### config.mk
export PLATFORM = sky130hd
export DESIGN_NAME = sync_token_src
export DESIGN_NICKNAME = d
export VERILOG_FILES = /design/src/rtl/sync_token_pkg.sv /design/src/rtl/hs_sync.sv /design/src/rtl/sync_token_src.sv
export SDC_FILE = /design/constraint.sdc
export NUM_CORES = 1
export LEC_CHECK = 0
export BUFFER_PORTS_ARGS = -buffer_cell sky130_fd_sc_hd__clkbuf_2
export CELL_PAD_IN_SITES_DETAIL_PLACEMENT = 0
export CELL_PAD_IN_SITES_GLOBAL_PLACEMENT = 1
export CORE_MARGIN = 2
export CORE_UTILIZATION = 42
export DETAILED_ROUTE_END_ITERATION = 10
export PLACE_DENSITY = 0.81
export SKIP_LAST_GASP = 1
export SYNTH_ARGS = -nofsm -noshare
export SYNTH_HDL_FRONTEND = slang
export SYNTH_SLANG_ARGS = --single-unit
### constraint.sdc
create_clock -name clk -period 3.9 [get_ports clk]
set_clock_uncertainty 0.2 [all_clocks]
set_input_delay 0.195 -clock clk [delete_from_list [all_inputs] [get_ports clk]]
set_output_delay 0.195 -clock clk [all_outputs]
set_load 0.05 [all_outputs]
### src/rtl/sync_token_pkg.sv
// ----------------------------------------------------------------------------
// sync_token_pkg
//   Shared definitions for the clocked 4-phase token source and its
//   mirror-image clocked sink.
//   Contents:
//     DATA_W_DEF      - default width of the bundled data word
//     SYNC_STAGES_DEF - default depth of the acknowledge synchronizer
//     state_e         - handshake FSM state encoding
// ----------------------------------------------------------------------------
package sync_token_pkg;

  localparam int DATA_W_DEF      = 8;
  localparam int SYNC_STAGES_DEF = 2;

  // IDLE  : waiting for a go pulse
  // SETUP : data word stable, waiting for hold low and the pipeline empty
  // REQ   : request raised, waiting for the synchronized acknowledge
  // REL   : request released, waiting for the acknowledge to fall
  // DONE  : one-cycle completion pulse
  typedef enum logic [2:0] {
    IDLE  = 3'd0,
    SETUP = 3'd1,
    REQ   = 3'd2,
    REL   = 3'd3,
    DONE  = 3'd4
  } state_e;

endpackage : sync_token_pkg

### src/rtl/hs_sync.sv
// ----------------------------------------------------------------------------
// hs_sync
//   Multi-flop synchronizer for a single handshake level coming from an
//   asynchronous domain (4-phase req or ack).  Shared by the token source
//   and the clocked sink.
//   Ports:
//     clk - sampling clock
//     rst - synchronous active-high reset, clears every stage
//     d   - asynchronous input level
//     q   - synchronized level, output of the last stage
//   Parameter:
//     STAGES - number of flops in the chain, 2 or 3
// ----------------------------------------------------------------------------
module hs_sync #(
  parameter int STAGES = 2
) (
  input  logic clk,
  input  logic rst,
  input  logic d,
  output logic q
);

  logic [STAGES-1:0] sync_q;

  // NOTE: every stage is cleared on reset so a stale handshake level from
  // before reset can never appear on q after reset is released.
  always_ff @(posedge clk) begin
    if (rst) begin
      sync_q <= '0;
    end else begin
      sync_q <= {sync_q[STAGES-2:0], d};
    end
  end

  assign q = sync_q[STAGES-1];

endmodule : hs_sync

### src/rtl/sync_token_src.sv
// ----------------------------------------------------------------------------
// sync_token_src
//   Clocked source that injects a burst of tokens into an asynchronous
//   4-phase bundled-data pipeline.  Each token carries an incrementing data
//   word starting at 0.  The acknowledge is synchronized before use, so the
//   request is a clean flop output with no combinational path from la.
//   Ports:
//     clk  - clock, all state updates on the rising edge
//     rst  - synchronous active-high reset
//     go   - start pulse, honoured only in IDLE
//     ntok - number of tokens for the burst, sampled with go
//     hold - while high, no new request is raised
//     lr   - 4-phase request to the first pipeline controller
//     la   - 4-phase acknowledge, asynchronous to clk
//     data - bundled data word accompanying lr
//     busy - high whenever the FSM is not in IDLE
//     done - one-cycle pulse at the end of a burst
//     sent - tokens completed in the current or last burst
//   Parameters:
//     DATA_W      - data word width
//     SYNC_STAGES - acknowledge synchronizer depth, 2 or 3
// ----------------------------------------------------------------------------
module sync_token_src
  import sync_token_pkg::*;
#(
  parameter int DATA_W      = DATA_W_DEF,
  parameter int SYNC_STAGES = SYNC_STAGES_DEF
) (
  input  logic              clk,
  input  logic              rst,
  input  logic              go,
  input  logic [7:0]        ntok,
  input  logic              hold,
  output logic              lr,
  input  logic              la,
  output logic [DATA_W-1:0] data,
  output logic              busy,
  output logic              done,
  output logic [7:0]        sent
);

  // --------------------------------------------------------------------------
  // Acknowledge synchronizer: la_s is the only view of la used below.
  // --------------------------------------------------------------------------
  logic la_s;

  hs_sync #(
    .STAGES (SYNC_STAGES)
  ) u_la_sync (
    .clk (clk),
    .rst (rst),
    .d   (la),
    .q   (la_s)
  );

  // --------------------------------------------------------------------------
  // State and datapath registers
  // --------------------------------------------------------------------------
  state_e              state_q,  state_d;
  logic                lr_q,     lr_d;
  logic [DATA_W-1:0]   data_q,   data_d;
  logic [7:0]          sent_q,   sent_d;
  logic [7:0]          target_q, target_d;

  // NOTE: sequential state uses non-blocking assignments so every register
  // samples the pre-edge values, independent of statement order.
  always_ff @(posedge clk) begin
    if (rst) begin
      state_q  <= IDLE;
      lr_q     <= 1'b0;
      data_q   <= '0;
      sent_q   <= '0;
      target_q <= '0;
    end else begin
      state_q  <= state_d;
      lr_q     <= lr_d;
      data_q   <= data_d;
      sent_q   <= sent_d;
      target_q <= target_d;
    end
  end

  // --------------------------------------------------------------------------
  // Next-state logic.  lr is set and cleared on the same edges that enter
  // REQ and REL, so it is high exactly while the FSM sits in REQ yet comes
  // straight from a flop.  data only moves on entry to SETUP, when both lr
  // and la_s are low, which preserves the bundled-data setup guarantee.
  // --------------------------------------------------------------------------
  always_comb begin
    // NOTE: every signal written here gets its default first; a path that
    // skipped an assignment would otherwise infer a latch.
    state_d  = state_q;
    lr_d     = lr_q;
    data_d   = data_q;
    sent_d   = sent_q;
    target_d = target_q;

    unique case (state_q)
      IDLE: begin
        if (go) begin
          sent_d = '0;
          if (ntok != 8'd0) begin
            state_d  = SETUP;
            target_d = ntok;
            data_d   = '0;
          end else begin
            // Empty burst: report completion without touching the pipeline.
            state_d = DONE;
          end
        end
      end

      SETUP: begin
        // Wait for hold low and for the pipeline to have fully released any
        // previous (or stale) acknowledge before raising a new request.
        if (!hold && !la_s) begin
          state_d = REQ;
          lr_d    = 1'b1;
        end
      end

      REQ: begin
        if (la_s) begin
          state_d = REL;
          lr_d    = 1'b0;
          sent_d  = sent_q + 8'd1;
        end
      end

      REL: begin
        if (!la_s) begin
          if (sent_q == target_q) begin
            state_d = DONE;
          end else begin
            state_d = SETUP;
            data_d  = data_q + DATA_W'(1);
          end
        end
      end

      DONE: begin
        state_d = IDLE;
      end

      default: begin
        state_d = IDLE;
        lr_d    = 1'b0;
      end
    endcase
  end

  // --------------------------------------------------------------------------
  // Outputs
  // --------------------------------------------------------------------------
  assign lr   = lr_q;
  assign data = data_q;
  assign sent = sent_q;
  assign busy = (state_q != IDLE);
  assign done = (state_q == DONE);

endmodule : sync_token_src

==> results.txt <==
Vertical extent of the die = 64.2 um
Peak per-stage delay on the critical path = 0.59 ns
Number of diodes = 0
Top-level I/O count = 32
Number of cells in the finished layout apart from fillers = 265
DP Wirelength = 2.66 mm
Nets = 233
Tcrit/Tclk final = 0.572
Gr ovfl total = 0
Met3 Wirelength = 139 um
Total count of hold-check failures in the final report = 0
Cells after Synth = 180
Drt via density = 5.48
Achievable clock frequency = 0.448 GHz
Kind of critical path = in -> reg
Bufs and invs on worst path = 2
Crit-path leading delay family = simple AND/OR/NAND/NOR gates
TritonCTS clock tree = built
Share of synthesized flip-flops with an asynchronous set or reset = 0
Die boundary width = 64.2 um
Slew Limit Headroom = 0.467
Chain of cells forming the critical path = dlygate4sd3_1 > clkbuf_2 > nor4_1 > a21oi_4 > nor3_4 > a21oi_1 > o22ai_1
Total count of max-transition violations in the final report = 0
Sum Neg Setup Slack = 0 ns
Cells on Worst Hold Path = 4
Cell type of the slowest stage on the worst timing path = nor4_1
Via count of the first global-routing pass = 1,350
Area added between synthesis and finish = 21.8%
Clock latency at the later pin of the worst-skew pair = 0.34 ns
Worst-path clk slew = 0.10 ns
Total number of yosys warnings = 0
Maximum fanout count along the critical path = 9
Net count after synthesis = 195
Met1 WL = 1.73 mm
Final count of negative-setup-slack endpoints = 0
Min-Delay Endpoint = state_q[1]$_SDFFE_PP0P_
Initial antenna violation count = 0
DRC violation count after routing = 0
Length of the first detailed-routing pass in iterations = 4
Placed Instances = 249
Unique masters post-synth = 37
Standard-cell row count = 21
H-Tree Level Count = 2
Total CTS buffers = 5
Core Box Area = 0.00342 sq mm
Antenna viol nets, final = 0
Routed wire length = 3.64 mm
Number of DRC markers after the initial detailed-route iteration = 56
Unrepaired setup endpoints after global routing = no
CP Launch Type = input pin
Run status = finished, final reports clean
Vias after detailed routing = 1,453
Fraction of the yosys area taken by sequential cells = 0.394
Dominant register cell in the synthesized netlist = dfxtp_1
Post-Synthesis Cell Area = 0.00152 sq mm
CTS Sinks = 30
R2r endpoint = data[5]$_SDFFE_PP0P_
Clk Tree Root Cell = clkbuf_4
Pwr per Cell Area = 369 mW/mm^2
Maximum VDD drop = 0.224 mV
Routed WL per cell = 13.7 um
Initial cell density of the core = 0.446
Pin count of the biggest net entering global routing = 22
FF+latch count, synth = 30
Buffer depth of the longest clock path = 2
Number of input and output port buffers inserted = 31
Global-route usage over all layers = 0.189
Area of the die = 0.00413 sq mm
Leakage Power = 0.764 nW
Routed met2 length = 1.69 mm
Actual slew at the worst max-slew pin = 0.796 ns
Crit path required time = 3.98 ns
Final critical-path required period = 2.23 ns
Worst R2R Start = state_q[0]$_SDFFE_PP0P_
Startpoint of the tightest hold check path = hold
Global-route wire length before repair = 6.07 mm
Post-synthesis area per instance = 8.47 sq um
Global placer's final weighted congestion = 0.777
Worst Reg2Reg Path Length in Cells = 4
Min-Delay Path Class = in -> reg
Crit path capture type = register
Count of flip-flops with a built-in enable after synthesis = 0
Arrival time of the worst setup path = 2.31 ns
Post-CTS Setup Inserts = 0
Highest metal layer with signal wires = met4
Worst reg-to-reg setup slack = 1.75 ns
Total of max-cap violations = 0
Ratio of cells with drive above 1 in the final layout = 0.201
cell families (layout without fill, tap and decap cells):
group / count (synthesis) / count (layout) / share of synthesized area
XOR/XNOR: 14 / 14 / 0.0805
adder cells (fa/ha/maj): 2 / 2 / 0.0164
AO/OA/AOI/OAI: 25 / 25 / 0.119
multiplexers: 8 / 8 / 0.0525
flip-flops: 30 / 30 / 0.394
buffers and inverters: 12 / 51 / 0.0353
AND/OR/NAND/NOR: 89 / 89 / 0.302
final cells by class:
class / instances / area (sq um)
Sequential cell: 30 / 601
Timing Repair Buffer: 39 / 235
Tap cell: 46 / 57.6
Inverter: 4 / 15.0
Multi-Input combinational cell: 138 / 870
Clock buffer: 5 / 37.5
Clock inverter: 3 / 40.0
Fill cell: 345 / 1560
worst reg2reg max path: stages, from the launching register on:
cell and delay [ns]:
dfxtp_1 0.44, or4b_4 0.60, a21oi_4 0.36, nor3_4 0.12, a211o_1 0.32
report_power, final:
| part | switching, mW | internal, mW |
|---|---|---|
| Sequential | 0.0137 | 0.317 |
| Clock | 0.117 | 0.133 |
| Combinational | 0.0627 | 0.0414 |
| Total | 0.193 | 0.491 |
synthesized netlist by cell type (all sizes together), types with 2 or more instances:
library cell / number / area, sq um
a2bb2oi: 2 / 17.5
buf: 2 / 16.3
nand4: 6 / 37.5
o211ai: 6 / 45.0
nand3: 11 / 55.1
clkbuf: 6 / 22.5
inv: 4 / 15.0
a21oi: 8 / 51.3
nand2: 15 / 56.3
or4: 2 / 15.0
and3: 4 / 25.0
xnor2: 9 / 78.8
dfxtp: 30 / 601
ha: 2 / 25.0
nor4: 3 / 18.8
o311ai: 2 / 17.5
xor2: 5 / 43.8
a31oi: 2 / 12.5
nor3: 7 / 46.3
nor2b: 3 / 18.8
nor2: 26 / 97.6
nand4b: 2 / 17.5
or3: 2 / 13.8
mux2i: 8 / 80.1
nand2b: 5 / 31.3
metal layers:
layer  vias to the layer above  GRT usage
met5                         -          0
met3                         7     0.0458
met4                         0     0.0878
met1                       690      0.237
li1                        721          -
met2                        35      0.306
cells in the final DEF, fill, tap and decap left out, drive strengths merged, types with 3 or more instances in the layout:
| master | synthesis | routed |
|---|---|---|
| a21oi | 8 | 8 |
| nand4 | 6 | 6 |
| nor3 | 7 | 7 |
| inv | 4 | 4 |
| nand3 | 11 | 11 |
| xor2 | 5 | 5 |
| and3 | 4 | 4 |
| mux2i | 8 | 8 |
| nor2 | 26 | 26 |
| nand2 | 15 | 15 |
| dlygate4sd3 | 0 | 8 |
| dfxtp | 30 | 30 |
| nand2b | 5 | 5 |
| nor4 | 3 | 3 |
| xnor2 | 9 | 9 |
| o211ai | 6 | 6 |
| clkbuf | 6 | 36 |
| nor2b | 3 | 3 |
worst max-delay path by stage:
stage                                 start                    to  slack, ns  cells after the start
finish                              ntok[3]  data[3]$_SDFFE_PP0P_       1.67                      7
global route                        ntok[3]  data[3]$_SDFFE_PP0P_       1.53                      7
CTS                                 ntok[3]  data[3]$_SDFFE_PP0P_       1.69                      7
detailed placement  state_q[0]$_SDFFE_PP0P_  data[5]$_SDFFE_PP0P_       1.78                      4
global placement    state_q[0]$_SDFFE_PP0P_  data[5]$_SDFFE_PP0P_       1.83                      4
floorplan              sent[0]$_SDFFE_PP0P_  data[2]$_SDFFE_PP0P_       1.89                      6
through the flow:
stage	power [mW]	hold slack [ns]	area (sq um)	worst slack, ns	utilization
2_1_floorplan	0.409	0.123	1520	1.89	-
3_3_place_gp	0.431	0.209	1700	1.83	0.497
3_5_place_dp	0.434	0.211	1700	1.78	0.497
4_1_cts	0.687	0.00958	1860	1.69	0.543
5_1_grt	0.710	0.0757	1860	1.53	0.543
6_report	0.684	0.0168	1860	1.67	0.543
sequential cells by signal (all words and copies together), names as in the netlist:
| signal | flops |
|---|---|
| data | 8 |
| sent | 8 |
| target_q | 8 |
| state_q | 3 |
| u_la_sync.sync_q | 2 |
| lr | 1 |
what timing repair did:
item / in CTS / in global routing
endpoints found under the hold margin: 8 / 0
resized for setup: 0 / 0
hold buffers: 8 / 0
Power figures use the tool's default switching activity.
